==> src/rtl/aes_uart_pkg.sv <==
// Shared definitions for the AES block UART transmitter.
//   CLK_FREQ_DEFAULT / BAUD_RATE_DEFAULT : default clock and line rate
//   BLOCK_BYTES                          : bytes per 128-bit block
//   tx_state_t                           : byte serializer states
package aes_uart_pkg;

  localparam int unsigned CLK_FREQ_DEFAULT  = 50_000_000;
  localparam int unsigned BAUD_RATE_DEFAULT = 115_200;
  localparam int unsigned BLOCK_BYTES       = 16;

  typedef enum logic [1:0] {
    IDLE,
    START,
    DATA,
    STOP
  } tx_state_t;

endpackage

==> src/rtl/uart_tx_byte.sv <==
// 8N1 byte serializer.
//   clk, reset : clock, synchronous active-high reset
//   start      : load data and begin a frame (sampled in IDLE or on done)
//   data       : byte to send, LSB first
//   tx         : serial line, idle high (registered)
//   done       : high on the last cycle of the stop bit
//   idle       : serializer is in IDLE
module uart_tx_byte
  import aes_uart_pkg::*;
#(
  parameter int unsigned CLKS_PER_BIT = 434
) (
  input  logic       clk,
  input  logic       reset,
  input  logic       start,
  input  logic [7:0] data,
  output logic       tx,
  output logic       done,
  output logic       idle
);

  localparam int unsigned BAUD_W = (CLKS_PER_BIT > 1) ? $clog2(CLKS_PER_BIT) : 1;
  localparam logic [BAUD_W-1:0] BAUD_LAST = BAUD_W'(CLKS_PER_BIT - 1);

  tx_state_t         state, state_next;
  logic [BAUD_W-1:0] baud, baud_next;
  logic [2:0]        bit_idx, bit_idx_next;
  logic [7:0]        shreg, shreg_next;
  logic              tx_q, tx_next;
  logic              bit_end;

  always_ff @(posedge clk) begin
    if (reset) begin
      state   <= IDLE;
      baud    <= '0;
      bit_idx <= '0;
      shreg   <= '0;
      tx_q    <= 1'b1;
    end else begin
      state   <= state_next;
      baud    <= baud_next;
      bit_idx <= bit_idx_next;
      shreg   <= shreg_next;
      tx_q    <= tx_next;
    end
  end

  always_comb begin
    state_next   = state;
    bit_idx_next = bit_idx;
    shreg_next   = shreg;
    tx_next      = tx_q;
    done         = 1'b0;
    bit_end      = (baud == BAUD_LAST);
    baud_next    = bit_end ? '0 : baud + 1'b1;
    case (state)
      IDLE: begin
        baud_next = '0;
        if (start) begin
          state_next = START;
          shreg_next = data;
          tx_next    = 1'b0;
        end
      end
      START: begin
        if (bit_end) begin
          state_next   = DATA;
          bit_idx_next = '0;
          tx_next      = shreg[0];
        end
      end
      DATA: begin
        if (bit_end) begin
          if (bit_idx == 3'd7) begin
            state_next = STOP;
            tx_next    = 1'b1;
          end else begin
            bit_idx_next = bit_idx + 1'b1;
            shreg_next   = {1'b0, shreg[7:1]};
            tx_next      = shreg[1];
          end
        end
      end
      STOP: begin
        if (bit_end) begin
          done = 1'b1;
          // Chain straight into the next start bit when a byte is offered.
          if (start) begin
            state_next = START;
            shreg_next = data;
            tx_next    = 1'b0;
          end else begin
            state_next = IDLE;
          end
        end
      end
      default: state_next = IDLE;
    endcase
  end

  assign tx   = tx_q;
  assign idle = (state == IDLE);

endmodule

==> src/rtl/aes_block_uart_tx.sv <==
// Queues 128-bit AES ciphertext blocks and sends them over a UART line,
// most significant byte first, with no gap between bytes of a block.
//   clk, reset  : clock, synchronous active-high reset
//   block_in    : 128-bit block from the AES CTR core
//   block_valid : block_in valid this cycle (no backpressure)
//   tx          : UART line, 8N1, idle high
//   busy        : FIFO non-empty or a frame on the line (registered)
//   full        : FIFO holds FIFO_DEPTH blocks (registered)
//   overflow    : sticky, a valid block was dropped
module aes_block_uart_tx
  import aes_uart_pkg::*;
#(
  parameter int unsigned CLK_FREQ   = CLK_FREQ_DEFAULT,
  parameter int unsigned BAUD_RATE  = BAUD_RATE_DEFAULT,
  parameter int unsigned FIFO_DEPTH = 2
) (
  input  logic         clk,
  input  logic         reset,
  input  logic [127:0] block_in,
  input  logic         block_valid,
  output logic         tx,
  output logic         busy,
  output logic         full,
  output logic         overflow
);

  localparam int unsigned CLKS_PER_BIT = CLK_FREQ / BAUD_RATE;
  localparam int unsigned PTR_W = (FIFO_DEPTH > 1) ? $clog2(FIFO_DEPTH) : 1;
  localparam int unsigned CNT_W = $clog2(FIFO_DEPTH + 1);
  localparam logic [CNT_W-1:0] CNT_FULL  = CNT_W'(FIFO_DEPTH);
  localparam logic [3:0]       LAST_BYTE = 4'(BLOCK_BYTES - 1);

  logic [127:0]     mem [FIFO_DEPTH];
  logic [PTR_W-1:0] rd_ptr, wr_ptr;
  logic [CNT_W-1:0] count, count_next;
  logic [3:0]       byte_idx, next_idx;
  logic [127:0]     head;
  logic [7:0]       tx_byte;
  logic             push, pop, have_next, start, done, line_idle;

  function automatic logic [PTR_W-1:0] ptr_inc(input logic [PTR_W-1:0] p);
    return (p == PTR_W'(FIFO_DEPTH - 1)) ? '0 : p + 1'b1;
  endfunction

  // The byte for the next frame is chosen combinationally so that a stop bit
  // chains into the following start bit, including across a pop, and a push
  // into an empty FIFO starts its frame on the push edge (write-through).
  always_comb begin
    pop      = done && (byte_idx == LAST_BYTE);
    push     = block_valid && ((count != CNT_FULL) || pop);
    next_idx = done ? byte_idx + 1'b1 : byte_idx;
    if (pop) begin
      have_next = (count > CNT_W'(1)) || push;
      head      = (count > CNT_W'(1)) ? mem[ptr_inc(rd_ptr)] : block_in;
    end else begin
      have_next = (count != '0) || push;
      head      = (count != '0) ? mem[rd_ptr] : block_in;
    end
    start   = (line_idle || done) && have_next;
    tx_byte = head[(BLOCK_BYTES - 1 - int'(next_idx)) * 8 +: 8];
    count_next = count;
    if (push && !pop) count_next = count + CNT_W'(1);
    if (pop && !push) count_next = count - CNT_W'(1);
  end

  always_ff @(posedge clk) begin
    if (!reset && push) mem[wr_ptr] <= block_in;
  end

  always_ff @(posedge clk) begin
    if (reset) begin
      rd_ptr   <= '0;
      wr_ptr   <= '0;
      count    <= '0;
      byte_idx <= '0;
      busy     <= 1'b0;
      full     <= 1'b0;
      overflow <= 1'b0;
    end else begin
      if (push) wr_ptr <= ptr_inc(wr_ptr);
      if (pop)  rd_ptr <= ptr_inc(rd_ptr);
      count    <= count_next;
      byte_idx <= next_idx;
      busy     <= (count_next != '0);
      full     <= (count_next == CNT_FULL);
      if (block_valid && !push) overflow <= 1'b1;
    end
  end

  uart_tx_byte #(
    .CLKS_PER_BIT(CLKS_PER_BIT)
  ) u_byte (
    .clk  (clk),
    .reset(reset),
    .start(start),
    .data (tx_byte),
    .tx   (tx),
    .done (done),
    .idle (line_idle)
  );

endmodule

==> config.mk <==
export PLATFORM = sky130hd
export DESIGN_NAME = aes_block_uart_tx
export DESIGN_NICKNAME = d
export VERILOG_FILES = /design/src/rtl/aes_uart_pkg.sv /design/src/rtl/uart_tx_byte.sv /design/src/rtl/aes_block_uart_tx.sv
export SDC_FILE = /design/constraint.sdc
export NUM_CORES = 1
export LEC_CHECK = 0
export ABC_AREA = 1
export CAP_MARGIN = 10
export CORE_MARGIN = 2
export CORE_UTILIZATION = 55
export CTS_CLUSTER_DIAMETER = 100
export CTS_CLUSTER_SIZE = 8
export DETAILED_ROUTE_END_ITERATION = 10
export GPL_TIMING_DRIVEN = 1
export PLACE_DENSITY = 0.79
export SYNTH_ARGS = -nofsm -noshare
export SYNTH_HDL_FRONTEND = slang
export SYNTH_SLANG_ARGS = --single-unit
==> constraint.sdc <==
create_clock -name clk -period 38.8 [get_ports clk]
set_input_delay 7.76 -clock clk [delete_from_list [all_inputs] [get_ports clk]]
set_output_delay 7.76 -clock clk [all_outputs]
set_load 0.01 [all_outputs]
==> impl_results.html <==
<table>
<tr><th>Metric</th><th>Value</th></tr>
<tr><th colspan="2">Run status</th></tr>
<tr><td>Run status</td><td>finished, final reports clean</td></tr>
<tr><th colspan="2">Clock tree</th></tr>
<tr><td>Post-CTS sizing</td><td>0</td></tr>
<tr><td>Clock Latency Late Sink</td><td>0.54 ns</td></tr>
<tr><td>Worst-case clock buffer depth</td><td>3</td></tr>
<tr><td>Clock-pin transition on the worst setup and hold timing paths</td><td>0.05 ns</td></tr>
<tr><td>Clock buffers created by TritonCTS</td><td>42</td></tr>
<tr><td>Master cell of the clock root buffer</td><td>clkbuf_16</td></tr>
<tr><td>Max H-tree Level</td><td>2</td></tr>
<tr><td>Number of buffers added to fix hold violations after cts</td><td>0</td></tr>
<tr><td>Number of setup buffers added after CTS</td><td>0</td></tr>
<tr><td>Clock tree from TritonCTS</td><td>yes</td></tr>
<tr><td>CTS Sinks</td><td>291</td></tr>
<tr><th colspan="2">Critical path</th></tr>
<tr><td>Worst-path fanout max</td><td>75</td></tr>
<tr><td>Category of cells accounting for the largest share of critical-path delay</td><td>buffers and inverters</td></tr>
<tr><td>Data arrival time of the critical path</td><td>9.99 ns</td></tr>
<tr><td>Largest stage delay on the critical path</td><td>0.90 ns</td></tr>
<tr><td>Highest-delay cell along the critical path</td><td>clkdlybuf4s50_1</td></tr>
<tr><td>Nature of the critical path startpoint</td><td>input pin</td></tr>
<tr><td>List of cells traversed by the critical path</td><td>clkdlybuf4s50_1 -&gt; nor3_2 -&gt; buf_4</td></tr>
<tr><td>Classification of the worst setup path</td><td>input pin to flop</td></tr>
<tr><td>Data required time at the worst endpoint</td><td>38.94 ns</td></tr>
<tr><td>Total buffers and inverters traversed by the critical path</td><td>2</td></tr>
<tr><td>Type of element capturing the critical path</td><td>flop</td></tr>
<tr><th colspan="2">STA</th></tr>
<tr><td>Count of endpoints failing setup in the final report</td><td>0</td></tr>
<tr><td>Slew at the pin closest to its max-slew limit</td><td>1.16 ns</td></tr>
<tr><td>Maximum clock skew at final layout</td><td>0.0233 ns</td></tr>
<tr><td>Final count of hold timing violations</td><td>0</td></tr>
<tr><td>Final hold slack</td><td>0.459 ns</td></tr>
<tr><td>Final-report max-slew violation count</td><td>0</td></tr>
<tr><td>Clock period minus final worst setup slack</td><td>9.85 ns</td></tr>
<tr><td>Final worst path period share</td><td>0.254</td></tr>
<tr><td>Worst slew slack as a fraction of its limit</td><td>0.228</td></tr>
<tr><td>Setup TNS after final layout</td><td>0 ns</td></tr>
<tr><td>Post-route setup slack</td><td>28.95 ns</td></tr>
<tr><td>Top achievable clock speed</td><td>0.102 GHz</td></tr>
<tr><td>RSZ-0062 raised after global routing</td><td>false</td></tr>
<tr><th colspan="2">Routing</th></tr>
<tr><td>First-pass iteration count of the detailed router</td><td>6</td></tr>
<tr><td>DR WL/cell</td><td>17.3 um</td></tr>
<tr><td>Residual DRC count</td><td>0</td></tr>
<tr><td>Final wirelength</td><td>50.1 mm</td></tr>
<tr><td>Number of vias in the routed layout</td><td>16700</td></tr>
<tr><td>ANT nets after route</td><td>0</td></tr>
<tr><td>Average via count per standard cell</td><td>5.78</td></tr>
<tr><td>DRC marker count from the first detailed-route iteration</td><td>1986</td></tr>
<tr><th colspan="2">Global route</th></tr>
<tr><td>Layer with the highest usage</td><td>met2</td></tr>
<tr><td>Global-route track usage on met1</td><td>0.394</td></tr>
<tr><td>M2 GR Usage</td><td>0.470</td></tr>
<tr><td>Antenna violations before repair</td><td>0</td></tr>
<tr><td>First-pass GRT wire length</td><td>79.1 mm</td></tr>
<tr><td>Overall fraction of global-route tracks in use</td><td>0.294</td></tr>
<tr><td>Largest net degree at the start of global routing</td><td>106</td></tr>
<tr><td>Met3 Track Usage GR</td><td>0.0517</td></tr>
<tr><td>Vias in the first global route</td><td>15300</td></tr>
<tr><td>Total grt overflow</td><td>0</td></tr>
<tr><th colspan="2">Finish</th></tr>
<tr><td>Area growth from synthesis to layout</td><td>13.9%</td></tr>
<tr><td>Share of cells above drive strength 1</td><td>0.0381</td></tr>
<tr><td>Layout net count</td><td>2627</td></tr>
<tr><td>Final design utilization</td><td>0.639</td></tr>
<tr><td>Number of inserted diodes</td><td>0</td></tr>
<tr><td>Total of fill cells in the finished design</td><td>2657</td></tr>
<tr><th colspan="2">Synthesis</th></tr>
<tr><td>Share of flip-flops with an asynchronous set or reset after synthesis</td><td>0</td></tr>
<tr><td>Number of synthesized flops with an enable pin</td><td>256</td></tr>
<tr><td>Number of warnings printed during yosys synthesis</td><td>0</td></tr>
<tr><td>Top FF cell, synth</td><td>edfxtp_1</td></tr>
<tr><td>Post-synthesis cell count</td><td>2451</td></tr>
<tr><td>Mean area per synthesized cell</td><td>7.25 um^2</td></tr>
<tr><td>Post-Synthesis Cell Area</td><td>17800 um^2</td></tr>
<tr><td>Sequential share of the synthesized area</td><td>0.472</td></tr>
<tr><td>Mapped Nets</td><td>2594</td></tr>
<tr><td>Number of different library cells in the post-synthesis netlist</td><td>33</td></tr>
<tr><td>Post-synthesis sequential element count</td><td>291</td></tr>
<tr><th colspan="2">Floorplanning</th></tr>
<tr><td>Initial Util</td><td>0.561</td></tr>
<tr><td>Die Span Y</td><td>184 um</td></tr>
<tr><td>Row count</td><td>65</td></tr>
<tr><td>Floorplan die area</td><td>33800 um^2</td></tr>
<tr><td>Die Width</td><td>184 um</td></tr>
<tr><td>Count of boundary I/O pins</td><td>135</td></tr>
<tr><td>Total core area</td><td>31700 um^2</td></tr>
<tr><th colspan="2">Run</th></tr>
<tr><td>Max-cap violations</td><td>0</td></tr>
<tr><th colspan="2">Placement</th></tr>
<tr><td>Setup slack after placement</td><td>28.43 ns</td></tr>
<tr><td>Final GP Congestion</td><td>0.878</td></tr>
<tr><td>DP HPWL</td><td>30.1 mm</td></tr>
<tr><td>Number of buffer cells added on primary ports</td><td>134</td></tr>
<tr><th colspan="2">Pwr</th></tr>
<tr><td>Leakage power</td><td>8.49 nW</td></tr>
<tr><td>Sw Ratio</td><td>0.280</td></tr>
<tr><td>Clock power frac</td><td>0.378</td></tr>
<tr><td>Worst VDD drop</td><td>34.1 uV</td></tr>
<tr><td>Internal power of the cells</td><td>0.617 mW</td></tr>
<tr><td>Switching power of the nets</td><td>0.240 mW</td></tr>
<tr><td>Sequential power share</td><td>0.431</td></tr>
<tr><td>Combinational power share</td><td>0.192</td></tr>
<tr><td>Power density normalized to cell area</td><td>42.3 nW/um^2</td></tr>
<tr><th colspan="2">Min path</th></tr>
<tr><td>Type of the tightest min-delay check</td><td>flop to flop</td></tr>
</table>
==> through the flow <==
step,std cells,power [mW],area (um^2)
finish,2893,0.857,20300
global route,2893,0.895,20300
CTS,2893,0.856,20300
detailed placement,2842,0.535,19100
global placement,2842,0.529,19100
floorplan,2451,0.484,17800
==> cells in the final DEF (no fill, tap or decap), types with 2 or more instances in the layout <==
cell type        synthesis  final
a21boi_0                 5      5
a21oi_1                 99     99
buf_4                    0     19
clkbuf_1               103      6
clkbuf_16                0     43
clkdlybuf4s50_1          0    134
dfxtp_1                 35     33
edfxtp_1               256    256
ha_1                    12     11
inv_1                  228    228
inv_2                    8      7
mux2i_1                  7      7
nand2_1                844    842
nand2_2                  1      2
nand3_1                218    218
nand4_1                  3      3
nor2_1                 125    123
nor2_4                   3      5
nor3_1                   4      3
nor3b_1                  3      3
o21ai_0                402    402
o21ai_1                 16     16
o21ai_2                  2      2
or2_2                    6      6
xor2_1                   2      2
==> worst register-to-register path: cells and delay by family, from the launching register on <==
family                     cells  cell delay (ns)
AOI/OAI and AO/OA              1             0.12
adders and majority gates      1             0.16
buffers and inverters          2             1.15
DFF                            1             0.37
and+or+nand+nor               10             1.90
==> layout make-up <==
type / count / area [um^2] / area share
Tap cell: 402 / 503 / 0.0248
Multi-Input combinational cell: 1760 / 7870 / 0.389
Timing Repair Buffer: 153 / 1480 / 0.0733
Clock inverter: 2 / 16.3 / 0.000803
Sequential cell: 291 / 8390 / 0.414
Inverter: 236 / 888 / 0.0439
Clock buffer: 49 / 1100 / 0.0542
==> registers in the layout (all words and copies together), names as in the netlist, 2 cells and up, named ones only <==
signal          flops
mem               256
u_byte.shreg        8
u_byte.bit_idx      3
u_byte.state        2
count               2
byte_idx            4
u_byte.baud         9
==> routing by layer <==
layer / routed length (um) / up-vias
met5: 0 / -
met4: 2080 / 0
met3: 5210 / 136
met2: 22700 / 898
met1: 20100 / 7589
li1: - / 8090
==> power by group through the flow <==
stage,Sequential [mW],Combinational (mW),Clock [mW]
after floorplan,0.375,0.109,0
after global placement,0.373,0.155,0
after detailed placement,0.374,0.160,0
after CTS,0.369,0.162,0.326
after global routing,0.370,0.184,0.340
final,0.369,0.164,0.324
==> synth_stat cells (8+ instances only) <==
| master | count | area, um^2 |
|---|---|---|
| ha_1 | 12 | 150 |
| a21oi_1 | 99 | 495 |
| buf_2 | 50 | 250 |
| dfxtp_1 | 35 | 701 |
| inv_2 | 8 | 30.0 |
| buf_1 | 10 | 37.5 |
| edfxtp_1 | 256 | 7690 |
| clkbuf_1 | 103 | 387 |
| o21ai_0 | 402 | 2010 |
| nand2_1 | 844 | 3170 |
| inv_1 | 228 | 856 |
| nand3_1 | 218 | 1090 |
| o21ai_1 | 16 | 80.1 |
| nor2_1 | 125 | 469 |
==> logic make-up after synthesis <==
| kind of cell | Yosys count | share of synthesized area |
|---|---|---|
| compound gates | 528 | 0.150 |
| xor+xnor | 4 | 0.00239 |
| fa+ha+maj | 12 | 0.00844 |
| buf+inv | 400 | 0.0884 |
| flops | 291 | 0.472 |
| mux | 7 | 0.00394 |
| simple gates | 1209 | 0.275 |
==> worst paths after layout <==
path	start	endpoint	slack (ns)	cells after the start
min reg2reg	u_byte.baud[8]	u_byte.baud[8]	0.46	1
min	u_byte.baud[8]	u_byte.baud[8]	0.46	1
max	reset	mem[1][109]	28.95	3
max reg2reg	u_byte.baud[0]	u_byte.shreg[4]	35.01	14
(Power assumes the default switching activity.)
